[src/rtl/seq_mult_pkg.sv]
// Shared types and helpers for the sequential shift-add multiplier.
package seq_mult_pkg;

  localparam int unsigned DefaultWidth = 4;

  typedef enum logic [1:0] {
    StIdle,
    StRun,
    StDone
  } state_e;

  // Iteration counter width; never narrower than one bit.
  function automatic int unsigned cnt_width(input int unsigned width);
    return (width <= 2) ? 1 : $clog2(width);
  endfunction

endpackage

[src/rtl/mult_row.sv]
// One row of WIDTH multiplier cells: AND partial product plus ppi, rippled carry.
module mult_row #(
  parameter int unsigned WIDTH = 4
) (
  input  logic [WIDTH-1:0] m,
  input  logic             q_bit,
  input  logic [WIDTH-1:0] ppi,
  output logic [WIDTH-1:0] sum,
  output logic             cout
);

  logic [WIDTH:0] carry;

  always_comb begin
    carry[0] = 1'b0;
    for (int k = 0; k < WIDTH; k++) begin
      sum[k]       = ppi[k] ^ (m[k] & q_bit) ^ carry[k];
      carry[k + 1] = (ppi[k] & (m[k] & q_bit)) | (ppi[k] & carry[k])
                   | ((m[k] & q_bit) & carry[k]);
    end
    cout = carry[WIDTH];
  end

endmodule

[src/rtl/seq_mult_ctrl.sv]
// Sequential shift-add multiplier controller reusing one mult_row over WIDTH cycles.
// Optional SEQ_MULT_ZERO_SKIP_EN: zero operands finish immediately without RUN.
module seq_mult_ctrl
  import seq_mult_pkg::*;
#(
  parameter int unsigned WIDTH = DefaultWidth
) (
  input  logic               clk,
  input  logic               rst,
  input  logic               start,
  input  logic [WIDTH-1:0]   m,
  input  logic [WIDTH-1:0]   q,
  output logic               ready,
  output logic               busy,
  output logic               done,
  output logic [2*WIDTH-1:0] product
);

  localparam int unsigned CntW = cnt_width(WIDTH);

  state_e                 state_q, state_d;
  logic   [WIDTH-1:0]     m_q, m_d;
  logic   [WIDTH-1:0]     hi_q, hi_d;
  logic   [WIDTH-1:0]     lo_q, lo_d;
  logic   [CntW-1:0]      cnt_q, cnt_d;
  logic   [2*WIDTH-1:0]   product_q, product_d;

  logic                   accept;
  logic                   last;
  logic                   zero_op;
  logic   [WIDTH-1:0]     row_sum;
  logic                   row_cout;

  assign accept = start && (state_q != StRun);
  assign last   = (cnt_q == CntW'(WIDTH - 1));

`ifdef SEQ_MULT_ZERO_SKIP_EN
  assign zero_op = (m == '0) || (q == '0);
`else
  assign zero_op = 1'b0;
`endif

  mult_row #(
    .WIDTH(WIDTH)
  ) u_row (
    .m    (m_q),
    .q_bit(lo_q[0]),
    .ppi  (hi_q),
    .sum  (row_sum),
    .cout (row_cout)
  );

  always_ff @(posedge clk) begin
    if (rst) begin
      state_q   <= StIdle;
      m_q       <= '0;
      hi_q      <= '0;
      lo_q      <= '0;
      cnt_q     <= '0;
      product_q <= '0;
    end else begin
      state_q   <= state_d;
      m_q       <= m_d;
      hi_q      <= hi_d;
      lo_q      <= lo_d;
      cnt_q     <= cnt_d;
      product_q <= product_d;
    end
  end

  always_comb begin
    state_d = state_q;
    unique case (state_q)
      StIdle:  if (accept) state_d = zero_op ? StDone : StRun;
      StRun:   if (last) state_d = StDone;
      StDone:  state_d = accept ? (zero_op ? StDone : StRun) : StIdle;
      default: state_d = StIdle;
    endcase
  end

  always_comb begin
    m_d       = m_q;
    hi_d      = hi_q;
    lo_d      = lo_q;
    cnt_d     = cnt_q;
    product_d = product_q;
    if (accept) begin
      m_d   = m;
      hi_d  = '0;
      lo_d  = q;
      cnt_d = '0;
      if (zero_op) product_d = '0;
    end else if (state_q == StRun) begin
      hi_d  = {row_cout, row_sum[WIDTH-1:1]};
      lo_d  = {row_sum[0], lo_q[WIDTH-1:1]};
      // Hold at the final count so narrow counters never wrap.
      cnt_d = last ? cnt_q : cnt_q + CntW'(1);
      if (last) product_d = {hi_d, lo_d};
    end
  end

  always_comb begin
    ready = 1'b1;
    busy  = 1'b0;
    done  = 1'b0;
    unique case (state_q)
      StIdle:  ;
      StRun:   begin
        ready = 1'b0;
        busy  = 1'b1;
      end
      StDone:  done = 1'b1;
      default: ;
    endcase
  end

  assign product = product_q;

endmodule

[config.mk]
export PLATFORM = sky130hd
export DESIGN_NAME = seq_mult_ctrl
export DESIGN_NICKNAME = d
export VERILOG_FILES = /design/src/rtl/seq_mult_pkg.sv /design/src/rtl/mult_row.sv /design/src/rtl/seq_mult_ctrl.sv
export SDC_FILE = /design/constraint.sdc
export NUM_CORES = 1
export LEC_CHECK = 0
export CAP_MARGIN = 20
export CORE_ASPECT_RATIO = 1.1
export CORE_MARGIN = 2
export CORE_UTILIZATION = 35
export CTS_CLUSTER_DIAMETER = 200
export CTS_CLUSTER_SIZE = 30
export DETAILED_ROUTE_END_ITERATION = 8
export HOLD_SLACK_MARGIN = 0.1
export SYNTH_ARGS = -nofsm -noshare
export SYNTH_HDL_FRONTEND = slang
export SYNTH_SLANG_ARGS = --single-unit
[constraint.sdc]
create_clock -name clk -period 2.8 [get_ports clk]
set_input_delay 0.7 -clock clk [delete_from_list [all_inputs] [get_ports clk]]
set_output_delay 0.7 -clock clk [all_outputs]
set_load 0.1 [all_outputs]
After elaboration in Yosys (flattened, before gate mapping)
Index checks and enable logic that the tools add are counted.
{ "word_totals": {"ramBits": 0, "output_inout_bits": 11, "register_bits": 24, "mem_bits_ro": 0, "mem_count": 0, "latchBits": 0, "wordCells": 58} }
{ "classes": {"order_cmp": 0, "n_mul": 0, "eq_ne": 6, "n_reduce_logical": 7, "n_div": 0, "n_addsub": 1, "shift": 0, "bitwise_logic": 29, "muxes": 9} }
{ "ops": {"columns": ["op", "count"], "rows": [
  ["1-bit AND", 14],
  ["4-bit 2-to-1 mux", 2],
  ["1-bit bitwise XOR", 7],
  ["1-bit OR", 6],
  ["2-bit one-hot mux with 3 select lines", 1],
  ["2-bit == test, second input constant", 2],
  ["1-bit 2-to-1 mux", 4],
  ["2-bit 2-to-1 mux", 2],
  ["2-bit inequality test, second input constant", 2],
  ["2-bit AND reduction", 2],
  ["3-bit AND reduction", 1],
  ["2-bit by 1-bit adder with 2-bit output, second input constant", 1],
  ["2-bit by 1-bit == test with 1-bit output, second input constant", 1],
  ["2-bit logical NOT", 1],
  ["2-bit by 1-bit inequality test with 1-bit output, second input constant", 1],
  ["1-bit inverter", 2],
  ["2-bit nonzero test", 1],
  ["2-bit OR reduction", 1],
  ["1-bit logical AND", 1]
]} }

Logic depth before layout (Yosys ltp)
{ "logic_depth": {"word_depth": 11, "ltp_mapped": 8, "depth_no_buf": 8} }

Modules after synthesis
Synthesis repeated with hierarchy kept, for this count alone.
{ "unflattened": {"hier_cells": 124, "area_unflattened_um2": 1059.8} }
{ "modules_own_cells": {"columns": ["mod", "cells_each", "area_per_inst_um2", "seq_area_each_um2", "n_inst"], "rows": [
  ["seq_mult_ctrl", 110, 944.7, 480.5, 1],
  ["mult_row", 14, 115.1, 0.0, 1]
]} }

Worst setup path after synthesis
OpenSTA, ideal clock, no wires.
{ "synth_timing": {"path_kind": "register to output", "from": "register state_q[1]", "to": "output port done", "setup_slack_ns": 0.423, "t_arrival_ns": 1.677, "n_path_buf": 0, "required_ns": 2.100, "stages_incl_launch_ff": 2, "cell_sequence": "dfxtp_1 nor2b_1"} }
{ "synth_between": {"elab_chain_cells": 2} }
{ "synth_rtl": {"columns": ["element", "line_no", "rtl"], "rows": [
  ["from (decl)", "seq_mult_ctrl.sv:21", "state_e state_q, state_d;"],
  ["from (signal assigned)", "seq_mult_ctrl.sv:55", "state_q <= StIdle;"],
  ["from (signal assigned)", "seq_mult_ctrl.sv:62", "state_q <= state_d;"],
  ["2-bit == test", "seq_mult_ctrl.sv:106", "unique case (state_q)"],
  ["1-bit 2-to-1 mux", "seq_mult_ctrl.sv:106", null],
  ["to (decl)", "seq_mult_ctrl.sv:15", "output logic done,"]
]} }
Every way passes these cells.

Final worst setup path
{ "layout_timing": {"from": "register lo_q[0]", "to": "register hi_q[2]"} }
{ "layout_between": {"elab_chain_cells": 9, "elab_cells_between_ends": 17} }
{ "layout_rtl": {"columns": ["element", "line_no", "rtl"], "rows": [
  ["from (decl)", "seq_mult_ctrl.sv:24", "logic [WIDTH-1:0] lo_q, lo_d;"],
  ["from (signal assigned)", "seq_mult_ctrl.sv:65", "lo_q <= lo_d;"],
  ["1-bit AND (3 in series)", "mult_row.sv:18", "carry[k + 1] = (ppi[k] & (m[k] & q_bit)) | (ppi[k] & carry[k])"],
  ["1-bit OR", "mult_row.sv:18", null],
  ["1-bit OR", "mult_row.sv:19", "| ((m[k] & q_bit) & carry[k]);"],
  ["1-bit AND", "mult_row.sv:18", null],
  ["1-bit OR", "mult_row.sv:18", null],
  ["1-bit OR", "mult_row.sv:19", null],
  ["1-bit bitwise XOR (*)", "mult_row.sv:17", "sum[k] = ppi[k] ^ (m[k] & q_bit) ^ carry[k];"],
  ["to (signal assigned)", "seq_mult_ctrl.sv:64", "hi_q <= hi_d;"],
  ["to (decl)", "seq_mult_ctrl.sv:23", "logic [WIDTH-1:0] hi_q, hi_d;"]
]} }
Every way passes the cells marked *; elsewhere a longest branch is shown, timed or not.
A chain may end at the register's enable or synchronous reset.

==> flow_summary.yaml <==
outcome:
  run_status: "completed"
hold_path:
  holdPathEnd: "product[0]$_SDFFE_PP0P_"
  hp-class: "reg -> reg"
  min-delay-start: "product[0]$_SDFFE_PP0P_"
  hold-path-cell-count: 2
setup_path:
  critPathKind: "reg -> reg"
  critPathMaxFanout: 5
  r2r-end: "hi_q[2]$_SDFFE_PP0P_"
  arrival_ns: 2.32
  cp-end-kind: "register"
  worst_ep_required_time_ns: 3.03
  r2r_slack_ns: 0.71
  reg2reg_depth: 8
  rr_startpoint: "lo_q[0]$_SDFFE_PP0P_"
  startpoint_type: "register"
power:
  p_total_mw: 0.6355
  ir_worst_vdd_mv: 0.2281
  pwr_density_cell_mw_per_mm2: 492.6
  p_leak_nw: 0.4846
clock_tree:
  clkSlewWorstSetupHoldPaths_ns: 0.13
  cts_resized: 0
  clock_path_buffers: 2
  cts_tree: "yes"
  cts.htree.levels: 1
  numCtsBuffers: 3
  cts_hold_buf: 0
  clkSinkCount: 24
  postCtsSetupRepairBufs: 0
  insertion_delay_ns: 0.31
  clockRootBuffer: "clkbuf_4"
final_layout:
  fill_cells: 284
  diodes: 0
  nNetsFinal: 153
  final_layout_size_suffix_gt1_share_pct: 13.24
  area_delta_synth_final_pct: 24.97
global_route:
  overflow: 0
  antenna_found_initial: 0
  grt_max_degree: 25
  grt_pass1_wl_mm: 3.470
  track_usage_pct: 13.15
  grt_pass1_vias: 815
route:
  final_antenna_net_count: 0
  wl_met3_um: 73
  num_vias: 850
  drt_iter0_drc: 16
  wl_met1_um: 931
  vias_per_cell: 5.030
  wl_per_cell_um: 11.66
  route.detailed.drc: 0
  totalWireLength_mm: 1.971
  top_layer_used: "met4"
  first_pass_iters: 4
  dr_wl_met2_um: 947
die:
  rows: 20
  start_util_pct: 37.16
  die_y_um: 60.96
  die_area_mm2: 0.003400
  core_mm2: 0.002778
  die_x_um: 55.78
  ios: 22
logic_synthesis:
  ys_top_cells_by_area: "dfxtp_1 47%, a21oi_1 6.3%, fa_1 5.8%, nand2_1 5.5%, a211oi_1 5.1%"
  syn_inst: 117
  yosysUniqueCellTypes: 24
  synth_top_area_share_pct: 46.55
  yosysSeqAreaShare_pct: 46.55
  synthesis.area_mm2: 0.001032
  ys_warn_count: 0
  synth-seq-cells: 24
  yosysTopAreaCell: "dfxtp_1"
  synthesis.nets: 133
  avgSynthCellArea_um2: 8.823
placed_design:
  place_congestion: 0.7308
  dpl.hpwl_mm: 1.467
  port_buffers: 21
sta:
  max-slew-margin-rel_pct: 43.61
  max_freq_mhz: 477.8
  min_period_over_period_pct: 74.75
  finalMaxSlewViolations: 0
  hold_violations: 0
  worst_pin_slew_ns: 0.8432
  min_period_ns: 2.093
  rsz0062_at_grt: "no"
  setup-tns-final_ns: 0
  setup_viol: 0
  skew_ns: 0.003728
run:
  maxCapViolations: 0
## flip-flops by register name (all words and copies together), names as in the netlist
signal,cells
state_q,2
lo_q,4
m_q,4
product,8
cnt_q,2
hi_q,4
## worst max-delay path, cell delays in order, from the launching register on
cell and delay, ns:
dfxtp_1 0.37, and2_1 0.17, ha_1 0.18, fa_1 0.35, inv_1 0.08, fa_1 0.18
fa_1 0.42, nand2b_1 0.16, a21oi_1 0.12
## cells in the mapped netlist
cell type	number
dfxtp_1	24
nand2_1	15
a21oi_1	13
nand3_1	10
nor2_1	9
a211oi_1	7
buf_2	4
mux2i_1	4
nand2b_1	4
fa_1	3
inv_1	3
o21ai_1	3
a31oi_1	2
and2_1	2
clkbuf_1	2
ha_1	2
inv_2	2
nand3b_1	2
and3b_1	1
buf_4	1
nor2b_1	1
o21ai_0	1
o22a_1	1
or3_1	1
## per-stage QoR
step                instances  cell area, µm²  hold WS, ns  setup WS (ns)  util [%]
finish                    169            1290       0.4673         0.7070     46.44
global route              169            1290       0.5018         0.5685     46.44
CTS                       169            1290       0.4727         0.6959     46.44
detailed placement        165            1254       0.4536         0.7190     45.14
global placement          165            1254       0.4488         0.7304     45.14
floorplan                 117            1032       0.4447         0.4228         -
## per-layer routing
layer	up-vias	global-route usage [%]
met4	0	6.272
met1	395	14.85
li1	439	-
met2	14	23.98
met3	2	2.985
met5	-	0
## cell usage in the layout (no fill, tap or decap), types with 3 or more instances in the layout
cell and instances:
o21ai_1 3, fa_1 3, nand2b_1 4, a211oi_1 7, buf_4 10, clkbuf_4 3, nand3_1 10, a21oi_1 13
nand2_1 15, dfxtp_1 24, inv_1 3, clkdlybuf4s50_1 10, nor2_1 9, mux2i_1 4
## layout make-up
class | instances | area [µm²] | share of cell area (%)
timing repair buffer | 22 | 215.2 | 16.68
sequential | 24 | 480.5 | 37.25
tap | 33 | 41.29 | 3.201
clock buffer | 4 | 36.28 | 2.813
inverter | 5 | 18.77 | 1.455
multi-input combinational | 81 | 498.0 | 38.60
## cell families after synthesis
family / share of synthesized area (%)
buf+inv: 5.213
simple gates: 20.73
fa+ha+maj: 8.242
mux: 3.879
flops: 46.55
compound gates: 15.39
## where the power goes
| group | total, mW | internal [mW] | switching [mW] |
|---|---|---|---|
| sequential | 0.363 | 0.354 | 0.00936 |
| clock | 0.181 | 0.0793 | 0.102 |
| combinational | 0.0913 | 0.0381 | 0.0532 |
| total | 0.635 | 0.471 | 0.164 |
## worst max path at each step
stage | start | endpoint | depth (start not counted)
floorplan | state_q[1]$_SDFFE_PP0P_ | done | 1
global placement | lo_q[0]$_SDFFE_PP0P_ | hi_q[2]$_SDFFE_PP0P_ | 8
detailed placement | lo_q[0]$_SDFFE_PP0P_ | hi_q[2]$_SDFFE_PP0P_ | 8
CTS | lo_q[0]$_SDFFE_PP0P_ | hi_q[2]$_SDFFE_PP0P_ | 8
global route | lo_q[0]$_SDFFE_PP0P_ | hi_q[2]$_SDFFE_PP0P_ | 8
finish | lo_q[0]$_SDFFE_PP0P_ | hi_q[2]$_SDFFE_PP0P_ | 8
No activity file was read; power rests on OpenSTA's default activity.
